<file path="config.mk">
export PLATFORM = sky130hd
export DESIGN_NAME = div_r4_seq
export DESIGN_NICKNAME = d
export VERILOG_FILES = /design/src/rtl/div_r4_pkg.sv /design/src/rtl/div_r4_digit.sv /design/src/rtl/div_r4_seq.sv
export SDC_FILE = /design/constraint.sdc
export NUM_CORES = 1
export LEC_CHECK = 0
export CAP_MARGIN = 20
export CORE_MARGIN = 4
export CORE_UTILIZATION = 61
export DETAILED_ROUTE_END_ITERATION = 7
export PLACE_DENSITY_LB_ADDON = 0.1
export SYNTH_ARGS = -nofsm -noshare
export SYNTH_HDL_FRONTEND = slang
export SYNTH_HIERARCHICAL = 1
export SYNTH_SLANG_ARGS = --single-unit
export TNS_END_PERCENT = 5
</file>
<file path="constraint.sdc">
create_clock -name clk -period 4.83 [get_ports clk]
set_input_delay 1.2075 -clock clk [delete_from_list [all_inputs] [get_ports clk]]
set_output_delay 1.2075 -clock clk [all_outputs]
set_load 0.05 [all_outputs]
</file>
<file path="src/rtl/div_r4_pkg.sv">
// Shared types and constants for the radix-4 sequential divider.
package div_r4_pkg;

   localparam int unsigned DIV_N       = 8;
   localparam int unsigned CALC_CYCLES = DIV_N;

   typedef enum logic [1:0] {
      LOAD   = 2'd0,
      CALC   = 2'd1,
      UNLOAD = 2'd2
   } state_t;

   // Operand byte order on the input channel
   localparam logic [1:0] LD_DVD_HI = 2'd0;
   localparam logic [1:0] LD_DVD_LO = 2'd1;
   localparam logic [1:0] LD_DVS    = 2'd2;

   // Result byte order on the output channel
   localparam logic [1:0] UL_QUO_HI = 2'd0;
   localparam logic [1:0] UL_QUO_LO = 2'd1;
   localparam logic [1:0] UL_REM    = 2'd2;

endpackage

</file>
<file path="src/rtl/div_r4_digit.sv">
// One radix-4 restoring step: picks the largest of 3D/2D/D not above the
// partial remainder and returns the quotient digit and reduced remainder.
module div_r4_digit
   import div_r4_pkg::*;
#(
   parameter int unsigned N = DIV_N
) (
   input  logic [N+1:0] pr,
   input  logic [N-1:0] d,
   output logic [1:0]   digit,
   output logic [N-1:0] rem_nx
);

   localparam int unsigned PW = N + 2;

   logic [PW-1:0] d1;
   logic [PW-1:0] d2;
   logic [PW-1:0] d3;
   logic [PW-1:0] diff;

   // With d=0 every compare passes, so digit is 3 and the remainder just
   // shifts the dividend through, leaving dividend[N-1:0] after N steps.
   always_comb begin
      d1    = PW'(d);
      d2    = d1 << 1;
      d3    = d1 + d2;
      digit = 2'd0;
      diff  = pr;
      if (pr >= d3) begin
         digit = 2'd3;
         diff  = pr - d3;
      end else if (pr >= d2) begin
         digit = 2'd2;
         diff  = pr - d2;
      end else if (pr >= d1) begin
         digit = 2'd1;
         diff  = pr - d1;
      end
      rem_nx = N'(diff);
   end

endmodule

</file>
<file path="src/rtl/div_r4_seq.sv">
// Byte-serial 2N/N radix-4 divider: loads dividend hi/lo and divisor, iterates
// N cycles, then unloads quotient hi/lo and remainder. Option: DIV_R4_ZERO_BYPASS_EN.
module div_r4_seq
   import div_r4_pkg::*;
#(
   parameter int unsigned N = DIV_N
) (
   input  logic         clk,
   input  logic         rst,
   input  logic         in_valid,
   input  logic [N-1:0] in_data,
   output logic         in_ready,
   output logic         out_valid,
   output logic [N-1:0] out_data,
   input  logic         out_ready,
   output logic         dz,
   output logic         busy
);

   localparam int unsigned QW = 2 * N;
   localparam int unsigned CW = $clog2(N + 1);

   state_t         state, state_nx;
   logic [QW-1:0]  q, q_nx;
   logic [N-1:0]   rem, rem_nx;
   logic [N-1:0]   dvs, dvs_nx;
   logic [CW-1:0]  cnt, cnt_nx;
   logic [1:0]     idx, idx_nx;
   logic           in_ready_nx;
   logic           out_valid_nx;
   logic [N-1:0]   out_data_nx;
   logic           dz_nx;
   logic           busy_nx;

   logic [N+1:0]   pr;
   logic [1:0]     digit;
   logic [N-1:0]   dig_rem;

   // q holds the dividend and fills with quotient digits from the bottom
   assign pr = {rem, q[QW-1:QW-2]};

   div_r4_digit #(.N(N)) u_digit (
      .pr     (pr),
      .d      (dvs),
      .digit  (digit),
      .rem_nx (dig_rem)
   );

   always_ff @(posedge clk or negedge rst) begin
      if (!rst) begin
         state     <= LOAD;
         q         <= '0;
         rem       <= '0;
         dvs       <= '0;
         cnt       <= '0;
         idx       <= '0;
         in_ready  <= 1'b1;
         out_valid <= 1'b0;
         out_data  <= '0;
         dz        <= 1'b0;
         busy      <= 1'b0;
      end else begin
         state     <= state_nx;
         q         <= q_nx;
         rem       <= rem_nx;
         dvs       <= dvs_nx;
         cnt       <= cnt_nx;
         idx       <= idx_nx;
         in_ready  <= in_ready_nx;
         out_valid <= out_valid_nx;
         out_data  <= out_data_nx;
         dz        <= dz_nx;
         busy      <= busy_nx;
      end
   end

   always_comb begin
      state_nx = state;
      q_nx     = q;
      rem_nx   = rem;
      dvs_nx   = dvs;
      cnt_nx   = cnt;
      idx_nx   = idx;
      dz_nx    = dz;

      case (state)
         LOAD: begin
            if (in_valid && in_ready) begin
               idx_nx = idx + 2'd1;
               case (idx)
                  LD_DVD_HI: q_nx[QW-1:N] = in_data;
                  LD_DVD_LO: q_nx[N-1:0]  = in_data;
                  default: begin
                     dvs_nx   = in_data;
                     rem_nx   = '0;
                     cnt_nx   = '0;
                     idx_nx   = '0;
                     dz_nx    = (in_data == '0);
                     state_nx = CALC;
`ifdef DIV_R4_ZERO_BYPASS_EN
                     if (in_data == '0) begin
                        state_nx = UNLOAD;
                        q_nx     = '1;
                        rem_nx   = q[N-1:0];
                     end
`endif
                  end
               endcase
            end
         end

         CALC: begin
            q_nx   = {q[QW-3:0], digit};
            rem_nx = dig_rem;
            cnt_nx = cnt + CW'(1);
            if (cnt == CW'(N - 1)) begin
               state_nx = UNLOAD;
               idx_nx   = '0;
            end
         end

         UNLOAD: begin
            if (out_valid && out_ready) begin
               if (idx == UL_REM) begin
                  state_nx = LOAD;
                  idx_nx   = '0;
                  dz_nx    = 1'b0;
               end else begin
                  idx_nx = idx + 2'd1;
               end
            end
         end

         default: begin
            state_nx = LOAD;
            idx_nx   = '0;
         end
      endcase

      // Outputs are registered; out_valid lags UNLOAD entry by one cycle
      in_ready_nx  = (state_nx == LOAD);
      busy_nx      = (state_nx != LOAD);
      out_valid_nx = (state == UNLOAD) && (state_nx == UNLOAD);
      out_data_nx  = '0;
      if (state_nx == UNLOAD) begin
         case (idx_nx)
            UL_QUO_HI: out_data_nx = q_nx[QW-1:N];
            UL_QUO_LO: out_data_nx = q_nx[N-1:0];
            default:   out_data_nx = rem_nx;
         endcase
      end
   end

endmodule

</file>
==> flow_summary.toml <==
[synth]
synth_most_common_cell = "nand2_1"
avgSynthCellArea_um2 = 8.990
synth_top_area_share = 0.3169
synthFlopType = "dfrtp_1"
ys_warn_count = 6
netlist_top_cells_count = "nand2_1, dfrtp_1, nor2_1, ha_1, a21oi_1"
synth_cell_types = 73
yosysSeqAreaShare = 0.3234
synth_nets = 498
async_reset_ff_frac = 1.000
ys_seq_elements = 52
synth_area_leaders = "dfrtp_1, ha_1, nand2_1, a21oi_1, nor2_1"
synth_edf_count = 0
syn_area_um2 = 4028
synthCells = 448
synth_area_leader_cell = "dfrtp_1"

[sta]
finalSetupViolCount = 0
rsz0062_at_grt = "no"
fin_crit_sh = 0.8628
max_slew_margin = 0.4239
max_freq_mhz = 240.0
worst_clock_skew_ps = 9.811
tns_ps = 0
worstMarginPinSlew_ps = 864.1
layout_setup_ws_ps = 662.6
period_minus_slack_ps = 4167
maxSlewViolCount = 0
finalHoldViolCount = 0

[drt]
vias_per_cell = 6.538
drc = 0
wl_per_cell_um = 19.33
drt_iter0_drc = 389
finalWirelength_um = 10460
drt_pass1_iterations = 5
antenna_left = 0
vias = 3537

[layout]
post_route_cells_drive_above_1_share = 0.07974
post-route-util = 0.6855
fin_nets = 513
num_antenna_cells = 0
area_growth_pct = 8.698

[floorplanning]
initial_core_util = 0.6307
rows = 29
fp.dieH_um = 89.26
die_x_um = 89.26
ios = 24
die_area_um2 = 7966
core_um2 = 6386

[hold_path]
hold_path.class = "register to register"

[grt]
grt_max_degree = 53
antenna_found_initial = 0
track_usage = 0.2822
grt_pass1_vias = 3506
grt_overflow_total = 0
grt_first_pass_wirelength_um = 17080

[status]
status = "finished, final reports clean"

[clock_network]
cts_hold_buf = 0
cts_tree = "yes"
clock_latency_ps = 310
cts.sink_count = 52
cts-resized-gates = 0
ctsLongestPathBuffers = 2
numCtsBuffers = 5
cts_root_buf = "clkbuf_8"
h-tree-depth = 2
clkTransAtPathRegs_ps = 90
postCtsSetupBuffers = 0

[worst_setup_path]
crit_required_ps = 5030
path_class = "register to register"
cp-end-kind = "register"
critPathArrivalTime_ps = 4370
cp-start-kind = "register"
cp_max_fo = 14

[placement]
place_congestion = 0.9786
preCtsSetupSlack_ps = 771.1
portBuffers = 23
dp_hpwl_um = 7925

[flow_run]
maxCapViolCount = 0
==> stage by stage <==
stage / std cells / hold slack [ps] / instance area (um2)
2_1_floorplan: 448 / 467.8 / 4028
3_3_place_gp: 533 / 495.1 / 4267
3_5_place_dp: 533 / 503.6 / 4267
4_1_cts: 541 / 515.6 / 4378
5_1_grt: 541 / 525.5 / 4378
6_report: 541 / 516.4 / 4378
==> flip-flops by register name, summed over array words and instances, names as in the netlist <==
name	count
q	16
dvs	8
out_data	8
rem	8
cnt	4
idx	2
state	2
busy	1
dz	1
in_ready	1
out_valid	1
==> cells in the final DEF (no fill, tap or decap), types with 3 or more instances in the layout <==
| cell type | instances |
|---|---|
| mux2i_1 | 10 |
| buf_4 | 3 |
| ha_1 | 34 |
| o22ai_1 | 4 |
| clkbuf_8 | 5 |
| nor2_1 | 39 |
| nand2_1 | 52 |
| o21a_1 | 8 |
| dfrtp_1 | 51 |
| nor2b_1 | 8 |
| xor2_1 | 9 |
| fa_1 | 4 |
| nand4_1 | 5 |
| inv_2 | 3 |
| o32ai_1 | 6 |
| a31oi_1 | 6 |
| inv_1 | 27 |
| o21ai_0 | 10 |
| a21oi_1 | 32 |
| a21o_1 | 9 |
| a2bb2oi_1 | 8 |
| xnor2_1 | 6 |
| nor3_1 | 6 |
| nor4_1 | 3 |
| clkdlybuf4s50_1 | 22 |
| a211oi_1 | 7 |
| nand3_1 | 10 |
| nand2b_1 | 6 |
| o22a_1 | 8 |
| o21ai_1 | 3 |
| a21oi_2 | 3 |
==> worst paths after layout <==
check | startpoint | to | slack (ps) | cells past startpoint
worst min-delay path | cnt[0]$_DFFE_PN0P_ | cnt[0]$_DFFE_PN0P_ | 520 | 1
min in group asynchronous | rst | state[1]$_DFF_PN0_ | 1000 | 2
max in group asynchronous | rst | out_data[5]$_DFF_PN0_ | 3380 | 2
worst max register to register | dvs[1]$_DFFE_PN0P_ | out_data[0]$_DFF_PN0_ | 660 | 20
worst min register to register | cnt[0]$_DFFE_PN0P_ | cnt[0]$_DFFE_PN0P_ | 520 | 1
worst max-delay path | dvs[1]$_DFFE_PN0P_ | out_data[0]$_DFF_PN0_ | 660 | 20
==> per-layer routing <==
metal,vias up,wire (um),track usage
met3,26,582,0.03779
met2,134,5201,0.4903
met5,-,0,0
met1,1719,4338,0.3587
met4,0,337,0.1028
li1,1658,-,-
==> logic make-up after synthesis <==
logic type | synth area share
compound gates | 0.2616
xor+xnor | 0.03262
fa+ha+maj | 0.1255
buf+inv | 0.05405
flops | 0.3234
mux | 0.02858
simple gates | 0.1743
==> cell type report <==
class	instances	area, um2
clock buffers	5	68.82
clock inverters	3	42.54
fillers	524	2008
inverters	30	112.6
multi-input cells	348	2507
flip-flops and latches	52	1303
well taps	77	96.34
repair buffers	26	247.7
==> critical path, stage by stage (launching register included) <==
cell      delay (ps)
dfrtp_1          480
ha_1             220
inv_1             60
fa_1             400
nor2b_1          120
o21ai_0           80
nand2b_1         120
a21o_1           120
a21o_1           140
xor2_1           150
ha_1             280
a21o_1           160
a21o_1           160
a21oi_1          130
o21a_1           410
o21ai_1          230
mux2i_1          190
nand2_1           70
a21oi_1          180
nor2_1            70
a211oi_1         290
Power is not shown: default switching activity piles up to over one toggle a cycle in this logic, so the estimate is an artifact.
